## src/rtl/stack_seq.sv

```systemverilog
// Stack/ALU command sequencer for the dual-stack A/B datapath.
// Issues push/pop strobes and selects in phase order and tracks stack occupancy.
//
// state | meaning
// IDLE  | ready for a command; legality is judged here against current counts
// PH1   | first (or only) strobe phase of the latched op
// PH2   | ADD/SUB result pushed back onto A
module stack_seq #(
  parameter int DW    = 16,
  parameter int DEPTH = 32,
  parameter int PW    = 6
) (
  input  logic          clk,
  input  logic          rst,
  input  logic          cmd_valid,
  output logic          cmd_ready,
  input  logic [2:0]    cmd_op,
  input  logic [DW-1:0] cmd_data,
  input  logic          great,
  output logic          pushA,
  output logic          pushB,
  output logic          popA,
  output logic          popB,
  output logic [1:0]    alu_sel,
  output logic [1:0]    d_sel,
  output logic [DW-1:0] wr_data,
  output logic [PW-1:0] cntA,
  output logic [PW-1:0] cntB,
  output logic          fullA,
  output logic          fullB,
  output logic          emptyA,
  output logic          emptyB,
  output logic          gt_flag,
  output logic          err
);

  typedef enum logic [1:0] {IDLE, PH1, PH2} state_t;

  localparam logic [2:0] OP_NOP   = 3'd0;
  localparam logic [2:0] OP_PUSHA = 3'd1;
  localparam logic [2:0] OP_PUSHB = 3'd2;
  localparam logic [2:0] OP_POPA  = 3'd3;
  localparam logic [2:0] OP_POPB  = 3'd4;
  localparam logic [2:0] OP_MOVAB = 3'd5;
  localparam logic [2:0] OP_ADD   = 3'd6;
  localparam logic [2:0] OP_SUB   = 3'd7;

  localparam logic [1:0] ALU_ADD  = 2'd0;
  localparam logic [1:0] ALU_SUB  = 2'd1;
  localparam logic [1:0] ALU_CMP  = 2'd2;
  localparam logic [1:0] ALU_IDLE = 2'd3;

  localparam logic [1:0] D_WR    = 2'd0;
  localparam logic [1:0] D_ALU   = 2'd1;
  localparam logic [1:0] D_OTHER = 2'd2;

  localparam logic [PW-1:0] CNT_MAX = PW'(DEPTH);

  state_t     state, state_nxt;
  logic [2:0] op_q;
  logic       cmp_q;
  logic       accept;
  logic       legal;

  function automatic logic [PW-1:0] cnt_step(input logic [PW-1:0] c,
                                             input logic inc, input logic dec);
    if (inc && !dec && c != CNT_MAX) return c + PW'(1);
    if (dec && !inc && c != '0)      return c - PW'(1);
    return c;
  endfunction

  assign fullA     = (cntA == CNT_MAX);
  assign fullB     = (cntB == CNT_MAX);
  assign emptyA    = (cntA == '0);
  assign emptyB    = (cntB == '0);
  assign cmd_ready = (state == IDLE);
  assign accept    = cmd_valid && cmd_ready;

  always_comb begin
    legal = 1'b1;
    case (cmd_op)
      OP_PUSHA:       legal = !fullA;
      OP_PUSHB:       legal = !fullB;
      OP_POPA:        legal = !emptyA;
      OP_POPB:        legal = !emptyB;
      OP_MOVAB:       legal = !emptyA && !fullB;
      OP_ADD, OP_SUB: legal = !emptyA && !emptyB;
      default:        legal = 1'b1;
    endcase
  end

  always_ff @(posedge clk or negedge rst) begin
    if (!rst) state <= IDLE;
    else      state <= state_nxt;
  end

  // Rejected commands are still consumed, so op/data latch on every accept.
  always_ff @(posedge clk or negedge rst) begin
    if (!rst) begin
      op_q    <= OP_NOP;
      cmp_q   <= 1'b0;
      wr_data <= '0;
      err     <= 1'b0;
    end else begin
      err <= accept && !legal;
      if (accept) begin
        op_q    <= cmd_op;
        cmp_q   <= cmd_data[0];
        wr_data <= cmd_data;
      end
    end
  end

  always_comb begin
    state_nxt = state;
    pushA     = 1'b0;
    pushB     = 1'b0;
    popA      = 1'b0;
    popB      = 1'b0;
    alu_sel   = ALU_IDLE;
    d_sel     = D_WR;
    case (state)
      IDLE: begin
        if (accept && legal) state_nxt = PH1;
      end
      PH1: begin
        state_nxt = IDLE;
        case (op_q)
          OP_PUSHA: pushA = 1'b1;
          OP_PUSHB: pushB = 1'b1;
          OP_POPA:  popA  = 1'b1;
          OP_POPB:  popB  = 1'b1;
          OP_MOVAB: begin
            popA  = 1'b1;
            pushB = 1'b1;
            d_sel = D_OTHER;
          end
          OP_ADD, OP_SUB: begin
            popA      = 1'b1;
            popB      = 1'b1;
            alu_sel   = (op_q == OP_SUB) ? ALU_SUB : ALU_ADD;
            state_nxt = PH2;
          end
          default: begin
            if (cmp_q) alu_sel = ALU_CMP;
          end
        endcase
      end
      PH2: begin
        // ALU select held so the result stays valid while it is pushed.
        pushA     = 1'b1;
        d_sel     = D_ALU;
        alu_sel   = (op_q == OP_SUB) ? ALU_SUB : ALU_ADD;
        state_nxt = IDLE;
      end
      default: state_nxt = IDLE;
    endcase
  end

  always_ff @(posedge clk or negedge rst) begin
    if (!rst) begin
      cntA    <= '0;
      cntB    <= '0;
      gt_flag <= 1'b0;
    end else begin
      cntA <= cnt_step(cntA, pushA, popA);
      cntB <= cnt_step(cntB, pushB, popB);
      if (state == PH1 && op_q == OP_NOP && cmp_q) gt_flag <= great;
    end
  end

endmodule

```

## config.mk

```make
export PLATFORM = sky130hd
export DESIGN_NAME = stack_seq
export DESIGN_NICKNAME = d
export VERILOG_FILES = /design/src/rtl/stack_seq.sv
export SDC_FILE = /design/constraint.sdc
export NUM_CORES = 1
export LEC_CHECK = 0
export CORE_ASPECT_RATIO = 0.9
export CORE_MARGIN = 2
export CORE_UTILIZATION = 47
export CTS_BUF_LIST = sky130_fd_sc_hd__clkbuf_16
export DETAILED_ROUTE_END_ITERATION = 12
export PLACE_DENSITY = 0.77
export SLEW_MARGIN = 15
export SYNTH_ARGS = -nofsm -noshare
export SYNTH_HDL_FRONTEND = slang
export SYNTH_SLANG_ARGS = --single-unit
```

## constraint.sdc

```tcl
create_clock -name clk -period 2.5 [get_ports clk]
set_clock_uncertainty 0.1 [all_clocks]
set_input_delay 0.5 -clock clk [delete_from_list [all_inputs] [get_ports clk]]
set_output_delay 0.5 -clock clk [all_outputs]
set_load 0.01 [all_outputs]
```

## Word level (Yosys, flattened, before mapping)

Index checks and enable logic that the tools add are counted.

- Input bits: 23
- Logic and storage cells: 103
- Flip-flop bits (word level): 36
- Output and inout port bits: 43

- Mux-type cells: 32
- Add/sub/neg operators: 4
- Equal/unequal tests: 21
- Reductions and logical operators: 38

Operator list:

| operator | count |
|---|---|
| 6-bit two-way mux | 8 |
| 3-bit equality test, second input constant | 8 |
| 2-bit case mux with 2 select lines | 4 |
| 1-bit logical AND | 15 |
| 1-bit two-way mux | 15 |
| 6-bit by 1-bit adder with 6-bit output, second input constant | 2 |
| 3-bit by 2-bit equality test with 1-bit output, second input constant | 4 |
| 6-bit equality test, second input constant | 2 |
| 6-bit logical NOT | 2 |
| 6-bit inequality test, second input constant | 2 |
| 6-bit nonzero test | 2 |
| 6-bit by 1-bit subtractor with 6-bit output, second input constant | 2 |
| 1-bit logical NOT | 9 |
| 3-bit by 1-bit equality test with 1-bit output, second input constant | 2 |
| 2-bit two-way mux | 3 |
| 1-bit case mux with 6 select lines | 1 |
| 2-bit OR reduction | 3 |
| 5-bit OR reduction | 1 |
| 2-bit nonzero test | 2 |
| 4-bit OR reduction | 1 |
| 3-bit logical NOT | 1 |
| 3-bit OR reduction | 1 |
| 2-bit by 1-bit equality test with 1-bit output, second input constant | 1 |
| 2-bit equality test, second input constant | 1 |
| 3 further kinds | 3 |

## Logic depth before layout (Yosys ltp)

Gate-level depths: netlist of the first run.

- Word-level depth: 11
- Mapped depth: 9

## Worst setup path after synthesis of the first run

Ideal clock, no wire load.

- Kind: register to register
- Start point: register cntB[0]
- End point: register cntB[3]
- Stages on the path, launching flop included: 10
- Clock period less this slack: 2.087 ns
- Arrival time: 1.893 ns
- Setup slack: 0.413 ns
- Buffers on the path: 2
- Cell sequence: dfrtp_1 buf_4 inv_1 ha_1 nor4b_4 nand2b_2 and3_4 buf_6 mux2_4 a211oi_1

- Longest elaborated chain between the ends: 5
- Elaborated cells between the ends (all ways): 14
- Those cells by class: add/sub: 2; eq/ne: 1; mux: 7; reduce/logical: 4

Ends and longest elaborated chain:

| what | line | source |
|---|---|---|
| start, declared | 28 | `output logic [PW-1:0] cntB,` |
| start signal, assigned | 167 | `cntB <= cnt_step(cntB, pushB, popB);` |
| 6-bit by 1-bit adder with 6-bit output or 6-bit nonzero test (tied branches) | 67, 68 |  |
| 6-bit two-way mux or 1-bit logical AND (tied branches) | 67, 68 |  |
| 6-bit two-way mux or 1-bit two-way mux (tied branches) | 68 | `if (dec && !inc && c != '0) return c - PW'(1);` |
| 6-bit two-way mux or 1-bit two-way mux (tied branches) | 69, 68 |  |
| 6-bit two-way mux or 2-bit nonzero test (tied branches) | n/a |  |

Parallel ways exist; a longest one is shown, timed or not. The select of a mux whose other input is x is not followed.
A chain may end at the register's enable or synchronous reset.

## Worst setup path after layout of the first run

- Start point: register cntB[1]
- End point: output port fullB

- Longest elaborated chain between the ends: 1

Ends and longest elaborated chain:

| what | line | source |
|---|---|---|
| 6-bit equality test | 73 | `assign fullB = (cntB == CNT_MAX);` |
| end, declared | 30 | `output logic fullB,` |

Every way passes these cells.

==> results by stage, run 1 <==
Worst hold path:
- The worst hold path belongs to the class register to register.
- The hold path depth is 1.

Drt:
- The detailed router placed about 1900 vias in this run.
- The DRC violations left is 0.
- Dividing the detail-routed wire length by the instance count gives 14.9 um.
- After detailed routing, the number of vias per cell comes to ~5.3.
- The number of violations reported at the end of detailed-routing iteration 0 is 129.
- For this run, the detailed router's first-pass iteration total came to 4.
- The post-detailed-routing wire length is 5320 um.
- The count of nets left with antenna violations once routing finished came out at 0.

Synth:
- The synthesized design contains 0 enable-type register cells.
- Sequential cells were found to cover 39.9% of the synthesized design area.
- The cell count after synthesis came out at 211.
- Each instance of the synthesized netlist takes up on average 10.4 sq um.
- The number of nets produced by synthesis is 244.
- Sorting the synthesized cells by area gives the leading types as dfrtp_1 (40%), mux2_2 (10%), ha_1 (5.7%), xnor2_1 (2.8%), nand2_1 (2.7%).
- The most used standard cell by instance count after synthesis is dfrtp_1.
- Synthesis instantiated 54 different standard cells from the library.
- The synthesized flop and latch total is 35.
- The most common flop cell mapped by yosys is dfrtp_1.
- Of all flip-flops after synthesis, the portion carrying an async set or reset was 100%.
- The portion of synthesized cell area occupied by the leading cell type is 39.9%.
- The warning count from the yosys run is 0.
- The commonest cells after synthesis are dfrtp_1 (35), mux2_2 (20), nand2_1 (16).
- The biggest area contributor in the post-synthesis netlist is dfrtp_1.
- After synthesis the cells add up to 2190 sq um.

Clock network:
- The later pin in the worst-skew pair is clocked with a latency of 0.28 ns.
- The CTS buffer count is 5.
- The clock tree buffer depth is 2.
- The number of clock sinks is 35.
- TritonCTS built the clock tree.
- For this design, the CTS-stage hold fixing added 0 buffers.
- The number of levels in the clock H-tree is 2.
- Clock-pin slew was measured on the worst setup and hold paths at 0.05 ns.
- The cell chosen for the clock root is clkbuf_16.

Floorplan:
- The chip width is roughly 76 um.
- The full die area is 5230 sq um.
- The area inside the core boundary is 4460 sq um.
- The floorplan has 23 rows.
- Once the floorplan was initialized, standard cells occupied between 40% and 50% of the core.
- The die is 68.8 um tall.
- The I/O pin count is 66.

Pwr:
- Dividing total power by cell area gives a power density of 1290 nW/um^2.
- In this run the static leakage power is between 0.001 and 0.0015 uW.
- The worst-case IR drop observed on VDD is 0.648 mV.
- The design draws roughly 4000 uW.

Place:
- The number of instances in the placed design is 345.
- At the placement stage, the worst setup path has a slack of 0.0119 ns.
- The HPWL after detailed placement is 3770 um.
- The number of input and output port buffers inserted is between 60 and 70.
- The instance area after placement is 2980 sq um.
- The routability congestion estimate is 0.913.

Timing:
- The smallest clock period supported by the final layout is computed as 2.42 ns.
- The total count of hold-check failures in the final report is 0.
- After layout, the worst setup slack is 0.0824 ns.
- Of the available clock period, the critical path in the final layout requires a little over nine tenths.
- Setup violations remaining at the end of the flow were counted as 0.
- The transition time of the tightest slew-check pin is 0.446 ns.
- The headroom to the max-slew limit is 70.2%.
- Setup total negative slack on the finished layout was measured at 0 ns.
- For this run, the top clock speed supported by timing is 414 MHz.
- The number of max-slew violations in the final report is 0.

Final layout:
- The post-route non-filler standard cell count is 357.
- The total non-filler cell area in the finished layout is 3200 sq um.
- In the final design database the tool counted 327 nets.
- The share of cells above drive strength 1 is 25.4%.
- The number of antenna repair diodes is 0.
- From synthesis to final layout, the design area changed by 46.0%.

Critical path:
- The most frequent cell on the critical path is buf_4.
- Data on the critical path is required at its endpoint by approximately 1.9 ns.
- The worst-path cell with the longest stage delay is dfrtp_1.
- The biggest fanout along the worst timing path is 4.
- The largest single stage delay on the critical path is 0.38 ns.
- The critical path crosses 7 cells after its start point.
- Traced cell by cell, the critical path runs through inv_2 -> ha_1 -> nor4b_4 -> buf_4 -> buf_4 -> and2_2 -> dlygate4sd2_1.
- The worst path buffer plus inverter count is 4.
- The critical path is of the register to output pin type.
- The worst setup path is launched from a register.
- The arrival time at the worst endpoint is between 1.5 and 2 ns.
- The kind of cell with the highest combined delay along the critical path is buffers and inverters.
- The worst reg2reg path depth is 11.
- STA classifies the critical path endpoint as an output pin.

Run status:
- The run finished with clean final reports.

Global route:
- The first global-routing pass estimated 8560 um of wire.
- In the global route stage, overall resource usage came out at between 20% and 30%.
- The number of antenna violations at the first check in global routing is 0.
- The largest net degree at the start of global routing is 36.
- The via count of the first global-routing pass is 1828.
- Global routing finished with a remaining overflow of 0.

Flow run:
- The count of maximum capacitance violations is 0.
power breakdown:
part / internal, uW / total, uW / switching (uW)
sequential: 835 / 1040 / 210
clock: 469 / 702 / 232
combinational: 1290 / 2380 / 1080
registers in the layout (all words and copies together), names as in the netlist:
signal and count:
state 2, cntB 6, wr_data 16, gt_flag 1, err 1, op_q 3
cntA 6
placed cells by master, fill, tap and decap left out, types with 2 or more instances in the layout:
cell type | Yosys | routed
inv_1 | 15 | 14
and4_2 | 2 | 2
nor4b_4 | 1 | 2
xnor2_1 | 7 | 7
a22oi_1 | 2 | 2
dfrtp_1 | 35 | 33
nor2b_1 | 2 | 2
nor4_1 | 2 | 2
a31oi_1 | 4 | 4
a21o_1 | 2 | 2
and3_1 | 2 | 2
dfrtp_2 | 0 | 2
a221oi_1 | 3 | 3
clkdlybuf4s50_1 | 0 | 56
dlygate4sd2_1 | 0 | 4
o21a_1 | 2 | 2
ha_1 | 10 | 8
mux2_2 | 20 | 20
ha_2 | 0 | 2
a21oi_1 | 6 | 6
and2_1 | 4 | 4
nand2_1 | 16 | 15
nand2b_1 | 3 | 3
clkbuf_16 | 0 | 5
o21ai_0 | 6 | 6
dlymetal6s2s_1 | 0 | 3
a211oi_1 | 2 | 2
nand4_1 | 4 | 4
o32ai_1 | 2 | 2
nand3_1 | 9 | 9
buf_4 | 3 | 23
mux2i_1 | 2 | 2
nor2_1 | 10 | 10
timing repair:
action                                  4_1_cts  5_1_grt
pin swaps                                     1        0
endpoints found under the setup margin        8        5
resized for setup                            12       12
buffers inserted                              3        1
cell families (layout without fill, tap and decap cells):
family | count (synthesis) | count (layout) | synth area share (%)
AOI/OAI and AO/OA | 37 | 37 | 12.3
xor gates and xnor gates | 7 | 7 | 2.79
DFF | 35 | 35 | 39.9
buffers and inverters | 28 | 112 | 6.90
and+or+nand+nor | 70 | 70 | 20.1
adders and majority gates | 11 | 11 | 6.16
muxes | 23 | 23 | 11.9
cell type report:
class	count	area (sq um)
Clock buffer	5	125
Clock inverter	3	43.8
Fill cell	331	1260
Inverter	15	56.3
Multi-Input combinational cell	148	1190
Sequential cell	35	878
Tap cell	62	77.6
Timing Repair Buffer	89	832
worst reg2reg max path: cells and delay by family, from the launching register on:
| family | cells | cell delay [ns] |
|---|---|---|
| simple gates | 1 | 0.14 |
| compound gates | 3 | 0.65 |
| fa+ha+maj | 1 | 0.22 |
| buf+inv | 6 | 0.78 |
| flops | 1 | 0.34 |
path summary, 6_finish.rpt:
path / slack (ns) / startpoint / to
worst max register to register: 0.16 / cntB[0] / cntB[3]
worst min register to register: 0.40 / wr_data[15] / wr_data[15]
worst max-delay path: 0.08 / cntB[1] / fullB
worst min-delay path: 0.40 / wr_data[15] / wr_data[15]
min in group asynchronous: 0.54 / rst / cntA[3]
max in group asynchronous: 1.42 / rst / op_q[2]
per-stage QoR:
stage          utilization [%]  hold WS, ns
2_1_floorplan                -        0.104
3_3_place_gp              66.8        0.387
3_5_place_dp              66.8        0.392
4_1_cts                   71.3        0.405
5_1_grt                   71.8        0.421
6_report                  71.8        0.401
routing by layer:
layer  GRT usage, %  vias up  routed length [um]
met4           6.59        0                  39
met2           37.8       54                2640
met5              0        -                   0
met1           24.8      913                2310
li1               -      916                   -
met3           7.55        4                 338
(Power assumes the default switching activity.)
==> run 2, diff against run 1 <==
--- a/config.mk
+++ b/config.mk
@@ -5,10 +5,13 @@
 export SDC_FILE = /design/constraint.sdc
 export NUM_CORES = 1
 export LEC_CHECK = 0
+export CELL_PAD_IN_SITES_DETAIL_PLACEMENT = 1
+export CELL_PAD_IN_SITES_GLOBAL_PLACEMENT = 2
 export CORE_ASPECT_RATIO = 0.9
 export CORE_MARGIN = 2
-export CORE_UTILIZATION = 47
+export CORE_UTILIZATION = 29
 export CTS_BUF_LIST = sky130_fd_sc_hd__clkbuf_16
+export CTS_CLUSTER_SIZE = 8
 export DETAILED_ROUTE_END_ITERATION = 12
 export PLACE_DENSITY = 0.77
 export SLEW_MARGIN = 15
==> run 2 against run 1 <==
  * Sequential power hardly changed
  * Cell count is 10% higher
  * Sequential cell count stayed put
  * Fmax is 1.8% higher
  * Register-to-register slack better by 0.05 ns
  * Design area is 2.1% higher
  * Total power is 0.29% higher
  * Count of clock-buffer cells in the layout stayed put
  * Clock power is 13% lower
  * Largest cell class unchanged
  * Sequential share of layout area is 0.62 points lower
  * Wire length is 13% higher
==> results by stage, run 2 (synthesized netlist as in run 1, its figures left out) <==
Timing:
- The transition time of the tightest slew-check pin is 0.819 ns (+0.372 ns).
- The ratio of final minimum period to clock period is 95.0% (-1.7 points).
- The setup violation total in the final timing report is 0 (unchanged).
- The peak clock frequency supported by timing is 421 MHz (+1.8%).
- The minimum clock period after layout is 2.38 ns (-0.0421 ns).
- Setup repair after global routing left no endpoint under its margin.
- The headroom to the max-slew limit is 45.4% (-25 points).
- The number of max-slew violations in the final report is 0 (unchanged).
- The total count of hold-check failures in the final report is 0 (unchanged).
- The smallest hold slack was 0.210 ns (-0.191 ns).

Clock network:
- The number of buffers added to fix hold violations after cts is 0 (unchanged).
- TritonCTS built the clock tree.
- The insertion delay of the later-clocked pin in the worst-skew pair is 0.28 ns (about the same).
- The clock tree buffer depth is 2 (unchanged).
- The clock slew seen by the registers of the worst setup and hold paths is 0.06 ns (about the same).
- The CTS buffer count is 5 (unchanged).
- The number of clock sinks is 35 (unchanged).
- CTS placed an instance of clkbuf_16 at the clock tree root.
- The number of levels in the clock H-tree came to 2 (unchanged).

Drt:
- The DRC violations left was 0 (unchanged).
- The post-detailed-route wirelength per cell was 15.2 um (+2.1%).
- The detailed-routing iteration count for the pre-antenna-repair pass came to 4 (unchanged).
- The via count is 1929 (+2.2%).
- The per-cell via count in the routed design is 4.90 (-7.4%).
- The post-detailed-routing wire length is 5990 um (+13%).
- The number of violations reported at the end of detailed-routing iteration 0 is 45 (-65%).
- The antenna violation net count after detailed routing is 0 (unchanged).

Critical path:
- The biggest fanout along the worst timing path is 6 (+2).
- The arrival time at the worst endpoint is 1.78 ns (-0.04 ns).
- The worst-path cell with the longest stage delay is dfrtp_2.
- Walking the worst path, the cells encountered are ha_2 -> nand3_1 -> o21ai_0 -> a211o_1 -> nand2_1 -> nand3_1 -> clkdlybuf4s15_1.
- The worst setup path is launched from a register.
- STA classifies the critical path endpoint as an output pin.
- The required time at the worst-slack endpoint is 1.90 ns (about the same).
- The category of the critical setup timing path is register to output pin.
- The largest incremental delay on the critical path is 0.43 ns (+0.05 ns).
- The cell that appears most often on the critical path is nand3_1.

Worst hold path:
- The kind of path behind the tightest hold check is primary input to async pin.

Flow run:
- The count of maximum capacitance violations is 0 (unchanged).

Global route:
- The number of antenna violations at the first check in global routing is 0 (unchanged).
- The first-pass GRT wire length is 10100 um (+18%).
- The global route total overflow is 0 (unchanged).
- The overall track demand over capacity in global routing is 15.7% (-5.6 points).
- The via count of the first global-routing pass is 2065 (+13%).
- The largest net degree at the start of global routing was 36 (unchanged).

Final layout:
- The total non-filler cell area in the finished layout was 3270 sq um (+2.1%).
- In the final layout, the registers with the most flip-flops are wr_data x16, cntA x6, cntB x6.
- Leaving out fill and tap cells, the most frequent cells in the layout are clkdlybuf4s50_1 (55), dfrtp_1 (34), buf_4 (26), mux2_2 (20), nand2_1 (16).
- The share of cells above drive strength 1 came to 27.9% (+2.4 points).
- The final net count is 330 (+0.92%).
- Relative to the synthesized area, the layout overhead comes to 49.1%.
- The flip-flop count of the largest register, all copies and words added is 16 (unchanged).
- The post-route non-filler standard cell count is 394 (+10%).
- The largest register by flop count is wr_data.
- The number of antenna repair diodes came to 0 (unchanged).
- The most frequent standard cell in the layout excluding fill and tap cells is clkdlybuf4s50_1.

Floorplan:
- The height of the chip is 86.5 um (+26%).
- The full die area is 8280 sq um (+58%).
- The area inside the core boundary is 7430 sq um (+67%).
- The I/O pin count came to 66 (unchanged).
- The cell row count came to 30 (+30%).
- The initial core utilization came to 29.5% (-20 points).
- The chip width is 95.7 um (+26%).

Pwr:
- The worst supply voltage drop on vdd is 0.546 mV (-16%).
- The overall power of the completed layout is 4140 uW (+0.29%).
- The reported leakage power is 0.00146 uW (-0.37%).
- The power per unit of standard cell area is 1260 nW/um^2 (-1.8%).

Place:
- The instance area after placement is 3020 sq um (+1.5%).
- The HPWL after detailed placement is 4510 um (+19%).
- The number of instances in the placed design came to 380 (+10%).
- The number of input and output port buffers inserted is 65 (unchanged).
- The routability congestion estimate is 0.806 (-12%).

Run status:
- The flow ran to the end, and the final reports show no timing, DRC or antenna violations.
==> run 2: cell types whose count changed in the layout (fill, tap and decap cells not counted), moves of 2 or more <==
| cell | change |
|---|---|
| clkinvlp_4 | +2 |
| ha_2 | +2 |
| buf_4 | +3 |
| ha_1 | -3 |
==> run 2: worst max-delay path, delay by kind of cell, from the launching register on <==
| kind | cells | cell delay [ns] |
|---|---|---|
| buffers and inverters | 1 | 0.25 |
| adder cells (fa/ha/maj) | 1 | 0.22 |
| flip-flops | 1 | 0.43 |
| AND/OR/NAND/NOR | 3 | 0.22 |
| AO/OA/AOI/OAI | 2 | 0.38 |
==> run 2: final timing paths <==
kind	startpoint	slack (ns)	endpoint	cells after the start
hold / removal	rst	0.21	err	1
min in group clk	wr_data[13]	0.40	wr_data[13]	1
hold reg to reg	wr_data[13]	0.40	wr_data[13]	1
setup / recovery	op_q[1]	0.12	alu_sel[0]	7
setup reg to reg	state[1]	0.21	cntA[5]	7
max in group asynchronous	rst	1.53	op_q[1]	1
==> run 2: what timing repair did <==
action	4_1_cts	5_1_grt
setup buffers	5	1
setup endpoints to repair	9	6
pin swaps	1	1
gates resized for setup	14	18
==> run 2: cell type report <==
type                       count  area, sq um
clock buffer                   5          125
clock inverter                 3         20.0
fill                         828         4160
inverter                      15         56.3
multi-input combinational    148         1220
sequential                    35          877
tap                           96          120
timing repair buffer          92          850
==> run 2: layer usage <==
layer	routed length (um)	GRT usage, %	vias to the layer above	share of wire, %
li1	-	-	914	-
met1	2540	18.0	952	42
met2	2900	26.6	55	48
met3	486	7.22	8	8.1
met4	67	3.51	0	1.1
met5	0	0	-	0
==> run 2: power breakdown <==
part | total [uW] | switching (uW) | internal [uW]
Sequential | 1040 | 206 | 834
Combinational | 2490 | 1130 | 1350
Clock | 609 | 242 | 367
Total | 4140 | 1580 | 2550
==> run 2: through the flow <==
| stage | setup WS (ns) | utilization, % | setup TNS, ns |
|---|---|---|---|
| finish | 0.124 | 44.0 | 0 |
| floorplan | 0.413 | - | 0 |
| CTS | -0.0213 | 43.3 | -0.0317 |
| global route | 0.00624 | 44.0 | 0 |
| global placement | 0.0568 | 40.7 | 0 |
| detailed placement | -0.0108 | 40.7 | -0.0108 |
==> run 3, diff against run 2 <==
--- a/config.mk
+++ b/config.mk
@@ -13,6 +13,7 @@
 export CTS_BUF_LIST = sky130_fd_sc_hd__clkbuf_16
 export CTS_CLUSTER_SIZE = 8
 export DETAILED_ROUTE_END_ITERATION = 12
+export HOLD_SLACK_MARGIN = 0.03
 export PLACE_DENSITY = 0.77
 export SLEW_MARGIN = 15
 export SYNTH_ARGS = -nofsm -noshare
==> results of run 3 <==
The final DEF is identical to that of run 2; final timing and power are the same.
